--- src/rtl/vga_timing_gen.sv ---
// -----------------------------------------------------------------------------
// vga_timing_gen
//
// Purpose:
//   Generates VGA raster timing (640x480 @ 60 Hz by default) and the pixel
//   coordinates consumed by the background/sprite renderers. It also provides
//   line/frame strobes and a frame counter for game-logic pacing.
//
// Optional feature (compile-time macro):
//   VGA_SYNC_ALIGN_EN - when defined, hs/vs pass through SYNC_DELAY extra
//                       register stages (reset to 1). This lines them up with
//                       RGB from renderers that register their palette output
//                       one cycle after DrawX. DrawX/DrawY/blank/strobes are
//                       never delayed. When undefined, hs/vs are aligned with
//                       DrawX/DrawY.
//
// Ports:
//   vga_clk      in   1   pixel clock (25 MHz at defaults), posedge only
//   reset_n      in   1   asynchronous active-low reset
//   run          in   1   1 = advance one pixel per cycle, 0 = freeze everything
//   DrawX        out  10  horizontal count, 0..H_TOTAL-1
//   DrawY        out  10  vertical count,   0..V_TOTAL-1
//   blank        out  1   1 = visible pixel, 0 = blanking interval
//   hs           out  1   horizontal sync, active low
//   vs           out  1   vertical sync, active low
//   line_end     out  1   high while DrawX == H_TOTAL-1
//   frame_end    out  1   high while DrawX == H_TOTAL-1 and DrawY == V_TOTAL-1
//   frame_count  out  8   frames completed since reset, modulo 256
// -----------------------------------------------------------------------------
module vga_timing_gen #(
    parameter int H_VISIBLE  = 640,
    parameter int H_FP       = 16,
    parameter int H_SYNC     = 96,
    parameter int H_BP       = 48,
    parameter int V_VISIBLE  = 480,
    parameter int V_FP       = 10,
    parameter int V_SYNC     = 2,
    parameter int V_BP       = 33,
    parameter int SYNC_DELAY = 1
) (
    input  logic       vga_clk,
    input  logic       reset_n,
    input  logic       run,
    output logic [9:0] DrawX,
    output logic [9:0] DrawY,
    output logic       blank,
    output logic       hs,
    output logic       vs,
    output logic       line_end,
    output logic       frame_end,
    output logic [7:0] frame_count
);

    localparam int H_TOTAL = H_VISIBLE + H_FP + H_SYNC + H_BP;
    localparam int V_TOTAL = V_VISIBLE + V_FP + V_SYNC + V_BP;

    // Last count of each axis, in counter width.
    localparam logic [9:0] H_LAST = 10'(H_TOTAL - 1);
    localparam logic [9:0] V_LAST = 10'(V_TOTAL - 1);

    // Region boundaries are kept one bit wider than the counters so a sync
    // pulse ending exactly at 1024 still compares correctly.
    localparam logic [10:0] H_VIS_END  = 11'(H_VISIBLE);
    localparam logic [10:0] H_SYNC_BEG = 11'(H_VISIBLE + H_FP);
    localparam logic [10:0] H_SYNC_END = 11'(H_VISIBLE + H_FP + H_SYNC);
    localparam logic [10:0] V_VIS_END  = 11'(V_VISIBLE);
    localparam logic [10:0] V_SYNC_BEG = 11'(V_VISIBLE + V_FP);
    localparam logic [10:0] V_SYNC_END = 11'(V_VISIBLE + V_FP + V_SYNC);

    // Elaboration-time guards: the counters are 10 bits wide.
    if (H_TOTAL > 1024 || V_TOTAL > 1024) begin : g_bad_total
        $error("vga_timing_gen: H_TOTAL and V_TOTAL must not exceed 1024");
    end
    if (SYNC_DELAY < 1 || SYNC_DELAY > 4) begin : g_bad_delay
        $error("vga_timing_gen: SYNC_DELAY must be in 1..4");
    end

    // -------------------------------------------------------------------------
    // Next-count logic. Every registered output is derived from the next count
    // so that it is presented in the same cycle as the coordinate it describes.
    // -------------------------------------------------------------------------
    logic       h_wrap;
    logic       v_wrap;
    logic [9:0] h_next;
    logic [9:0] v_next;
    logic       blank_next;
    logic       hs_next;
    logic       vs_next;
    logic       line_end_next;
    logic       frame_end_next;

    always_comb begin
        // NOTE: every signal gets a default first so no path through this
        // block can leave a value unassigned and infer a latch.
        h_wrap         = (DrawX == H_LAST);
        v_wrap         = (DrawY == V_LAST);
        h_next         = DrawX + 10'd1;
        v_next         = DrawY;

        if (h_wrap) begin
            h_next = '0;
            v_next = v_wrap ? '0 : DrawY + 10'd1;
        end

        blank_next     = ({1'b0, h_next} < H_VIS_END) && ({1'b0, v_next} < V_VIS_END);
        hs_next        = !(({1'b0, h_next} >= H_SYNC_BEG) && ({1'b0, h_next} < H_SYNC_END));
        vs_next        = !(({1'b0, v_next} >= V_SYNC_BEG) && ({1'b0, v_next} < V_SYNC_END));
        line_end_next  = (h_next == H_LAST);
        frame_end_next = line_end_next && (v_next == V_LAST);
    end

    // -------------------------------------------------------------------------
    // Raster state. With run low nothing changes, so a strobe that is high
    // when run drops stays high until the count advances again.
    // -------------------------------------------------------------------------
    logic hs_raw;
    logic vs_raw;

    always_ff @(posedge vga_clk or negedge reset_n) begin
        // NOTE: sequential state uses non-blocking assignments so every
        // register samples the pre-edge values, independent of statement order.
        if (!reset_n) begin
            DrawX       <= '0;
            DrawY       <= '0;
            blank       <= 1'b1;
            hs_raw      <= 1'b1;
            vs_raw      <= 1'b1;
            line_end    <= 1'b0;
            frame_end   <= 1'b0;
            frame_count <= '0;
        end else if (run) begin
            DrawX     <= h_next;
            DrawY     <= v_next;
            blank     <= blank_next;
            hs_raw    <= hs_next;
            vs_raw    <= vs_next;
            line_end  <= line_end_next;
            frame_end <= frame_end_next;
            // A frame completes on the wrap out of the last pixel.
            if (h_wrap && v_wrap) begin
                frame_count <= frame_count + 8'd1;
            end
        end
    end

    // -------------------------------------------------------------------------
    // Sync output stage.
    // -------------------------------------------------------------------------
`ifdef VGA_SYNC_ALIGN_EN
    logic [SYNC_DELAY-1:0] hs_dly;
    logic [SYNC_DELAY-1:0] vs_dly;

    always_ff @(posedge vga_clk or negedge reset_n) begin
        // NOTE: the delay stages are explicitly reset to the inactive sync
        // level; left unreset they would emit a spurious sync pulse after
        // reset release.
        if (!reset_n) begin
            hs_dly <= '1;
            vs_dly <= '1;
        end else if (run) begin
            hs_dly[0] <= hs_raw;
            vs_dly[0] <= vs_raw;
            for (int i = 1; i < SYNC_DELAY; i++) begin
                hs_dly[i] <= hs_dly[i-1];
                vs_dly[i] <= vs_dly[i-1];
            end
        end
    end

    assign hs = hs_dly[SYNC_DELAY-1];
    assign vs = vs_dly[SYNC_DELAY-1];
`else
    assign hs = hs_raw;
    assign vs = vs_raw;
`endif

endmodule

--- config.mk ---
export PLATFORM = sky130hd
export DESIGN_NAME = vga_timing_gen
export DESIGN_NICKNAME = d
export VERILOG_FILES = /design/src/rtl/vga_timing_gen.sv
export SDC_FILE = /design/constraint.sdc
export NUM_CORES = 1
export LEC_CHECK = 0
export BUFFER_PORTS_ARGS = -buffer_cell sky130_fd_sc_hd__clkbuf_2
export CAP_MARGIN = 20
export CORE_UTILIZATION = 56
export DETAILED_ROUTE_END_ITERATION = 10
export PLACE_DENSITY = 0.83
export SLEW_MARGIN = 25
export SYNTH_ARGS = -nofsm -noshare
export SYNTH_HDL_FRONTEND = slang
export SYNTH_SLANG_ARGS = --single-unit
--- constraint.sdc ---
create_clock -name vga_clk -period 2.69 [get_ports vga_clk]
set_input_delay 0.807 -clock vga_clk [delete_from_list [all_inputs] [get_ports vga_clk]]
set_output_delay 0.807 -clock vga_clk [all_outputs]
set_load 0.02 [all_outputs]
==> results.json <==
{
  "num_antenna_cells": 0,
  "max_freq_mhz": 389,
  "min_from": "blank",
  "grt_usage_pct": 27.0,
  "dr.first_iter.drc_count": 154,
  "hold_violations": 0,
  "wirelength_um": 5040,
  "synthFlopType": "dfrtp_1",
  "drive_gt1_share_pct": 26.0,
  "start_util_pct": 58.2,
  "synth_xor_area_share_pct": 7.81,
  "cts.sinks": 33,
  "synth_edf_count": 0,
  "grt_pass1_vias": 1804,
  "worstPathMaxFanout": 8,
  "synth_top_family_by_area": "simple AND/OR/NAND/NOR gates",
  "power_density_mw_per_mm2": 789,
  "core_area_mm2": 0.00366,
  "cts_made_buffers": 5,
  "hold_path_depth": 1,
  "clkLatencyLatePin_ns": 0.29,
  "die_y_um": 63.7,
  "grt_overflow_total": 0,
  "fin_ws_ns": 0.122,
  "die_x_um": 63.7,
  "clock_skew_ns": 0.00753,
  "drv_cap": 0,
  "syn_area_mm2": 0.00213,
  "dp_hpwl_um": 3520,
  "hold_class": "flip-flop to flip-flop",
  "num_rows": 22,
  "finalPower_mw": 1.97,
  "setup_viol": 0,
  "fin_crit_ns": 2.57,
  "synth_commonest_cells": "30 x dfrtp_1, 22 x nand2_1, 15 x nor2_1, 14 x o21ai_0, 14 x xnor2_1",
  "synthToLayoutAreaGrowth_pct": 17.1,
  "synth_area_per_cell_um2": 8.95,
  "ys_top_cells_by_area": "dfrtp_1 35%, xnor2_1 5.8%, nand2_1 3.9%, dfstp_2 3.7%, o21ai_0 3.3%",
  "synthAdderAreaFrac_pct": 2.94,
  "drc": 0,
  "finish.net_count": 284,
  "synth_top_cell_by_area": "dfrtp_1",
  "clockBufferDepth": 2,
  "reg2reg_depth": 7,
  "cp-end-kind": "flip-flop",
  "grt_max_degree": 34,
  "yosysMostFrequentCell": "dfrtp_1",
  "synth_top_area_share_pct": 35.2,
  "r2r-start": "DrawY[1]",
  "synth_cell_types": 54,
  "min_to": "blank",
  "leakagePower_nw": 1.09,
  "cts_tree": "yes",
  "place_area_mm2": 0.00238,
  "dr.pass1.iters": 5,
  "finalSetupTns_ns": 0,
  "clk_pin_slew_ns": 0.08,
  "ys_ff_latch": 33,
  "status": "complete, no violations",
  "synth.area.mux_share_pct": 2.41,
  "design_area_mm2": 0.00250,
  "fin_crit_sh_pct": 95.5,
  "synth_compound_area_share_pct": 16.3,
  "portBuffers": 35,
  "syn_nets": 246,
  "postSynth.asyncResetShare_pct": 100,
  "worstPathArrival_ns": 2.78,
  "ir_drop_mv": 0.417,
  "rsz0062_at_grt": "no",
  "vias": 1965,
  "start_kind": "flip-flop",
  "clockRootBuffer": "clkbuf_8",
  "rr_endpoint": "frame_end",
  "path_class": "flip-flop to flip-flop",
  "finalWeightedCongestion": 0.924,
  "drv_slew": 0,
  "place_inst": 317,
  "antenna_found_initial": 0,
  "cp.required_ns": 2.90,
  "max_slew_margin_pct": 45.9,
  "via_per_inst": 6.05,
  "grt_pass1_wl_um": 8420,
  "ios": 36,
  "die-area_mm2": 0.00406,
  "synth-seq-area-share_pct": 38.9,
  "ys_warn_count": 0,
  "detail-route-antenna-nets": 0,
  "rrSetupSlack_ns": 0.12,
  "tightest_slew_ns": 0.812,
  "yosys.area_share.simple_pct": 25.7,
  "route.detailed.wl_per_inst_um": 15.5,
  "stdcell_count": 325,
  "netlist_instances": 238,
  "hold_buffers": 0,
  "cts-htree-levels": 2,
  "dp_slack_ns": 0.235
}
[per-layer routing]
| layer | vias up | share of wire, % | wire length (um) | global-route usage, % |
|---|---|---|---|---|
| li1 | 940 | - | - | - |
| met1 | 927 | 43 | 2190 | 34.6 |
| met2 | 85 | 46 | 2330 | 42.8 |
| met3 | 13 | 7.4 | 371 | 6.88 |
| met4 | 0 | 3.0 | 153 | 11.6 |
| met5 | - | 0 | 0 | 0 |
[cell usage in the layout, fill, tap and decap left out, types with 3 or more instances in the layout]
cell	instances
a31oi_1	6
nor4_1	7
nor3_1	7
a21oi_1	11
buf_4	13
nand3_1	9
o21ai_0	14
xor2_1	5
o31ai_1	4
dfrtp_1	30
dfstp_2	3
nor2_1	15
or3_1	3
mux2i_1	4
ha_1	5
nand4bb_1	4
inv_1	10
o21ai_1	4
xnor2_1	14
clkbuf_2	35
clkbuf_8	5
nand4_1	7
nand2_1	22
[stage by stage]
stage,hold WS [ns],utilization (%)
after detailed placement,0.474,64.9
after floorplan,0.511,-
after global routing,0.501,68.2
final,0.484,68.2
after CTS,0.486,68.0
after global placement,0.459,64.9
[power breakdown]
group	switching, mW	internal (mW)	total [mW]
Sequential	0.101	0.577	0.678
Clock	0.199	0.277	0.476
Combinational	0.494	0.322	0.816
[critical path, cell delays in order (launching register included)]
cell       delay (ns)
dfrtp_1          0.50
ha_1             0.36
nand3_1          0.20
nor4_1           0.59
xnor2_1          0.26
a21boi_0         0.23
nand4bb_1        0.14
o32ai_2          0.20
[how the worst max path moves through the flow]
stage / start / end / slack, ns / cells past startpoint
after global routing: DrawY[1] / frame_end / 0.02 / 7
after CTS: DrawX[0] / frame_end / 0.18 / 7
after floorplan: DrawX[1] / frame_end / 0.08 / 8
final: DrawY[1] / frame_end / 0.12 / 7
after detailed placement: DrawX[0] / frame_end / 0.24 / 7
after global placement: DrawX[0] / frame_end / 0.30 / 7
[state kept, by name, indices dropped and copies added, names as in the netlist]
signal       count
frame_count      8
hs               1
vs               1
DrawX           10
DrawY           10
frame_end        1
line_end         1
blank            1
[repair_timing]
item	4_1_cts	5_1_grt
buffers inserted	0	0
gates resized for setup	0	1
endpoints found under the setup margin	0	5
[layout make-up]
type | instances | area, um^2
Multi-Input combinational cell | 178 | 1180
Fill cell | 276 | 1160
Sequential cell | 33 | 830
Timing Repair Buffer | 48 | 273
Clock buffer | 5 | 68.8
Tap cell | 48 | 60.1
Clock inverter | 3 | 46.3
Inverter | 10 | 37.5
[logic make-up (layout without fill, tap and decap cells)]
kind of cell | Yosys count | count (layout)
buffers and inverters | 27 | 66
XOR/XNOR | 19 | 19
AND/OR/NAND/NOR | 95 | 95
AO/OA/AOI/OAI | 54 | 54
flip-flops | 33 | 33
multiplexers | 5 | 5
adder cells (fa/ha/maj) | 5 | 5
Note: power is estimated with default switching activity, not from simulation.
